`src/rtl/riscv_run_ctrl.sv`:
```
// Run controller for a RISC-V core behind an AXI4-Lite slave: loads imem,
// sequences core reset, gates execution under a cycle budget and reports status.
module riscv_run_ctrl #(
  parameter int IMEM_AW    = 10,
  parameter int RST_CYCLES = 4
) (
  input  logic               s00_axi_aclk,
  input  logic               s00_axi_aresetn,
  input  logic               i_mem_reset_n,
  input  logic               i_run_pc_in,
  input  logic [31:0]        i_slv_reg1,
  input  logic [31:0]        i_slv_reg2,
  input  logic [31:0]        i_slv_reg3,
  input  logic               i_core_halt,
  input  logic [31:0]        i_core_pc,
  output logic               o_core_rst_n,
  output logic               o_core_en,
  output logic               o_imem_we,
  output logic [IMEM_AW-1:0] o_imem_addr,
  output logic [31:0]        o_imem_wdata,
  output logic [31:0]        o_status,
  output logic [31:0]        o_cycle_cnt,
  output logic [31:0]        o_last_pc,
  output logic               o_done_irq
);

  // state    | meaning
  // MEMRST   | software memory reset held; core in reset, flags cleared
  // IDLE     | imem loads accepted; waiting for a run rising edge
  // CORE_RST | core reset held for RST_CYCLES cycles
  // RUN      | core enabled, cycles counted against the budget
  // DONE     | run finished; core frozen for debug, cause reported
  typedef enum logic [2:0] {
    MEMRST   = 3'd0,
    IDLE     = 3'd1,
    CORE_RST = 3'd2,
    RUN      = 3'd3,
    DONE     = 3'd4
  } state_e;

  localparam int RCW = (RST_CYCLES > 1) ? $clog2(RST_CYCLES) : 1;

  state_e             state_q;
  logic               tog_q, run_q;
  logic [RCW-1:0]     rst_cnt_q;
  logic [31:0]        budget_q, cnt_q, last_pc_q, wdata_q;
  logic [IMEM_AW-1:0] addr_q;
  logic               done_q, halted_q, timeout_q, aborted_q, dropped_q;
  logic               we_q, irq_q, core_rst_n_q, core_en_q;

  logic        tog_evt, run_rise, timeout_hit, exit_run;
  logic [31:0] cnt_d;
  logic        unused_reg1;

  assign tog_evt     = i_slv_reg1[31] != tog_q;
  assign run_rise    = i_run_pc_in & ~run_q;
  assign cnt_d       = (&cnt_q) ? cnt_q : cnt_q + 32'd1;
  // 33-bit compare so a saturated counter can never alias a small budget
  assign timeout_hit = (budget_q != 32'd0) && (({1'b0, cnt_q} + 33'd1) == {1'b0, budget_q});
  assign exit_run    = i_core_halt | timeout_hit | ~i_run_pc_in;
  assign unused_reg1 = ^i_slv_reg1[30:IMEM_AW];

  always_ff @(posedge s00_axi_aclk or negedge s00_axi_aresetn) begin
    if (!s00_axi_aresetn) begin
      state_q      <= MEMRST;
      tog_q        <= 1'b0;
      run_q        <= 1'b0;
      rst_cnt_q    <= '0;
      budget_q     <= '0;
      cnt_q        <= '0;
      last_pc_q    <= '0;
      wdata_q      <= '0;
      addr_q       <= '0;
      done_q       <= 1'b0;
      halted_q     <= 1'b0;
      timeout_q    <= 1'b0;
      aborted_q    <= 1'b0;
      dropped_q    <= 1'b0;
      we_q         <= 1'b0;
      irq_q        <= 1'b0;
      core_rst_n_q <= 1'b0;
      core_en_q    <= 1'b0;
    end else begin
      tog_q <= i_slv_reg1[31];
      run_q <= i_run_pc_in;
      we_q  <= 1'b0;
      irq_q <= 1'b0;
      if (!i_mem_reset_n) begin
        state_q      <= MEMRST;
        core_rst_n_q <= 1'b0;
        core_en_q    <= 1'b0;
        cnt_q        <= '0;
        done_q       <= 1'b0;
        halted_q     <= 1'b0;
        timeout_q    <= 1'b0;
        aborted_q    <= 1'b0;
        dropped_q    <= 1'b0;
      end else begin
        case (state_q)
          MEMRST: begin
            state_q      <= IDLE;
            core_rst_n_q <= 1'b1;
          end
          IDLE, DONE: begin
            if (tog_evt) begin
              if (state_q == IDLE) begin
                we_q    <= 1'b1;
                addr_q  <= i_slv_reg1[IMEM_AW-1:0];
                wdata_q <= i_slv_reg2;
              end else begin
                dropped_q <= 1'b1;
              end
            end
            if (run_rise) begin
              state_q      <= CORE_RST;
              rst_cnt_q    <= RCW'(RST_CYCLES - 1);
              core_rst_n_q <= 1'b0;
              core_en_q    <= 1'b0;
              cnt_q        <= '0;
              done_q       <= 1'b0;
              halted_q     <= 1'b0;
              timeout_q    <= 1'b0;
              aborted_q    <= 1'b0;
            end
          end
          CORE_RST: begin
            if (tog_evt) dropped_q <= 1'b1;
            if (rst_cnt_q == '0) begin
              state_q      <= RUN;
              core_rst_n_q <= 1'b1;
              core_en_q    <= 1'b1;
              budget_q     <= i_slv_reg3;
            end else begin
              rst_cnt_q <= rst_cnt_q - RCW'(1);
            end
          end
          RUN: begin
            if (tog_evt) dropped_q <= 1'b1;
            cnt_q <= cnt_d;
            if (exit_run) begin
              state_q   <= DONE;
              core_en_q <= 1'b0;
              done_q    <= 1'b1;
              irq_q     <= 1'b1;
              last_pc_q <= i_core_pc;
              halted_q  <= i_core_halt;
              timeout_q <= ~i_core_halt & timeout_hit;
              aborted_q <= ~i_core_halt & ~timeout_hit;
            end
          end
          default: state_q <= MEMRST;
        endcase
      end
    end
  end

  assign o_core_rst_n = core_rst_n_q;
  assign o_core_en    = core_en_q;
  assign o_imem_we    = we_q;
  assign o_imem_addr  = addr_q;
  assign o_imem_wdata = wdata_q;
  assign o_status     = {24'd0, dropped_q, aborted_q, timeout_q, halted_q, done_q, state_q};
  assign o_cycle_cnt  = cnt_q;
  assign o_last_pc    = last_pc_q;
  assign o_done_irq   = irq_q;

endmodule

```
`config.mk`:
```
export PLATFORM = sky130hd
export DESIGN_NAME = riscv_run_ctrl
export DESIGN_NICKNAME = d
export VERILOG_FILES = /design/src/rtl/riscv_run_ctrl.sv
export SDC_FILE = /design/constraint.sdc
export NUM_CORES = 1
export LEC_CHECK = 0
export CAP_MARGIN = 10
export CORE_MARGIN = 3
export CORE_UTILIZATION = 60
export DETAILED_ROUTE_END_ITERATION = 10
export DONT_BUFFER_PORTS = 1
export MAX_ROUTING_LAYER = met4
export PLACE_DENSITY = 0.85
export REMOVE_ABC_BUFFERS = 1
export SLEW_MARGIN = 20
export SYNTH_ARGS = -nofsm -noshare
export SYNTH_HDL_FRONTEND = slang
export SYNTH_SLANG_ARGS = --single-unit
```
`constraint.sdc`:
```
create_clock -name s00_axi_aclk -period 5 [get_ports s00_axi_aclk]
set_input_delay 0.25 -clock s00_axi_aclk [delete_from_list [all_inputs] [get_ports s00_axi_aclk]]
set_output_delay 0.25 -clock s00_axi_aclk [all_outputs]
set_load 0.01 [all_outputs]
```
==> run metrics <==
syn avg cell area=8.557 sq um; HPWL Detailed=about 16,000 um; initial core utilization=0.6147; vias per std cell=6.454; die extent in x=128.3 um; Synth top area share=0.4297; max-slew violations=0; CP peak stage delay=770 ps; Worst Setup Slack, final=768.6 ps; GRT Overall Usage=0.3139; Final Hold Viols=0; Crit-path slowest cell=or4_4; main flop type after synthesis=dfrtp_1; dpl cells=1,161; outcome=completed; filler cell count=approximately 1,000; clk_skew=16.31 ps; max cap viols=0; Reg clk slew, reported paths=70 ps; unrepaired setup endpoints after global routing=false; crit end category=register; CTS H-Tree Depth=4; Tmin final=4231 ps; Remaining Overflow, GRT=0; Routed Antenna Nets=0; Clock Latency Late Sink=440 ps; final setup vio count=0; Nets=1,211; final setup TNS=0 ps; Area contributors post-synth=dfrtp_1 43%, nand2_1 9.7%, mux2_2 4.0%; Area Growth Syn to Fin=14.30%; part of the cycle the worst path needs=0.8463; synthesized area=0.008967 sq mm; CP required=between 5000 and 6000 ps; share of cells above drive strength 1=0.08907; Synth Register Bits=around 150; routed via count=around 8,000; Core ar.=between 0.01 and 0.015 sq mm; # clock sinks=154; Max transition margin=0.3188; Crit Path Class=register to register; pwr/cell area=364.1 mW/mm^2; Rows=44; dpl ws=864.3 ps; final cell count without fillers=1,274; CP Cell Sequence=nand3_1 > or4_4 > or4b_4 > a211oi_2 > nand4_1 > or4b_1 > or2_1 > buf_4 > a311o_1; Hold Crit Class=primary input to register; Cell variety after synth=70; CP max FO=33; cell count after synthesis=1,048; DR iter-0 viols=1,037; Fmax=around 240 MHz; final wirelength=25,970 um; CTS tree=built; Synth Warn #=0; Async SR Flop Fraction=1.000; Post-synth EDFFs=0; drt pass-1 iters=6; Die ar.=0.01645 sq mm; initial antenna violation count=1; Arrival @ worst endpoint=4550 ps; Yosys top cell by area=dfrtp_1; I/O pin count=between 200 and 300; P_leak=4.342 nW; CTS root buffer=clkbuf_16; average routed wire per standard cell=20.38 um; I/O Buffers=0; first-pass GRT wire length=39,970 um; routability cong.=around 0.9; CP startpoint kind=register; clk buf depth=2; die height=128.3 um; Max VDD drop=0.2849 mV; actual slew at the worst max-slew pin=1021 ps; Seq/Total Area, Yosys=0.4297; largest net degree at the start of global routing=155; vias in the first global route=7,618; # DRC=0; CTS buffer count=17
-- cells in the mapped netlist (10+ instances only) --
master and count:
nand2_1 231, dfrtp_1 154, clkbuf_1 61, a21oi_1 52, o21ai_0 52, nand3_1 50, nor2_1 46, nor3_1 46
and3_1 40, a311o_1 32, mux2_2 32, buf_4 31, xnor2_1 28, nor4_1 21, o31ai_1 18, nand4_1 17
xor2_1 10
-- critical path: cells and delay by family (launching register included) --
family,cells,cell delay [ps]
DFF,1,560
AOI/OAI and AO/OA,2,620
and+or+nand+nor,6,2670
buffers and inverters,1,250
-- kinds of logic after synthesis --
family / after synthesis / share of synthesized area
buf+inv: 114 / 0.06474
compound gates: 201 / 0.1519
flops: 154 / 0.4297
simple gates: 502 / 0.2686
mux: 36 / 0.04465
xor+xnor: 38 / 0.03711
other cells: 1 / 0.0004182
fa+ha+maj: 2 / 0.002790
-- metal layers --
layer  GRT usage  vias to the layer above  part of all wire
met5           -                        -                 0
met3      0.1008                       87              0.10
li1            -                     3735                 -
met2      0.4903                      499              0.49
met1      0.3768                     3902              0.37
met4      0.1292                        0             0.034
-- worst paths after layout --
check,slack (ps),startpoint,cells after the start,to
max in group asynchronous,3920,s00_axi_aresetn,2,o_imem_addr[6]$_DFFE_PN0P_
min in group asynchronous,500,s00_axi_aresetn,2,o_cycle_cnt[3]$_DFFE_PN0P_
setup / recovery,770,o_cycle_cnt[4]$_DFFE_PN0P_,9,o_last_pc[3]$_DFFE_PN0P_
setup reg to reg,770,o_cycle_cnt[4]$_DFFE_PN0P_,9,o_last_pc[3]$_DFFE_PN0P_
hold / removal,10,i_core_halt,2,done_q$_DFFE_PN0P_
hold reg to reg,540,rst_cnt_q[0]$_DFFE_PN0P_,2,rst_cnt_q[0]$_DFFE_PN0P_
-- state kept, by name, summed over array words and instances, names as in the netlist, 2 cells and up --
name	count
budget_q	32
o_cycle_cnt	32
o_imem_addr	10
o_imem_wdata	32
o_last_pc	32
rst_cnt_q	2
state_q	3
-- layout by cell type (no fill, tap or decap), types with 6 or more instances in the layout --
master         count
clkbuf_16         17
dfrtp_1          154
nand2b_1           9
dlygate4sd3_1     79
nand3_1           48
nand4_1           17
inv_8              6
nor2_1            45
buf_4             10
and2_1             7
a311o_1           32
conb_1            24
xnor2_1           28
nor2b_1            6
a21oi_1           52
nor3_1            46
nand2_1          231
and3_1            39
xor2_1            10
mux2_2            32
nor4_1            21
o31ai_1           18
o21ai_0           52
inv_1              9
-- layout make-up --
type	count	area (sq um)	share of cell area
Clock buffer	17	425.4	0.04150
Timing Repair Buffer	90	893.4	0.08716
Sequential cell	154	3854	0.3760
Tap cell	184	230.2	0.02246
Multi-Input combinational cell	803	4642	0.4529
Antenna cell	1	2.502	0.0002441
Clock inverter	15	165.2	0.01611
Inverter	10	37.54	0.003662
-- per-stage QoR --
| step | power (mW) | util | instance area [sq um] | hold slack, ps |
|---|---|---|---|---|
| after floorplan | 2.149 | - | 8511 | -45.59 |
| after global placement | 2.331 | 0.6058 | 8838 | -40.40 |
| after detailed placement | 2.355 | 0.6058 | 8838 | -39.57 |
| after CTS | 3.711 | 0.7024 | 10250 | 1.447 |
| after global routing | 3.897 | 0.7026 | 10250 | 3.100 |
| final | 3.732 | 0.7026 | 10250 | 14.35 |
-- what timing repair did --
action                                 4_1_cts  5_1_grt
setup endpoints to repair                    0        0
resized for setup                            0        0
endpoints found under the hold margin      238        0
setup buffers                                0        0
hold buffers                                80        0
-- power by group --
group	switching [mW]	internal, mW
clock	0.610	0.674
combinational	0.420	0.322
sequential	0.264	1.44
total	1.29	2.44
(Power assumes the default switching activity.)
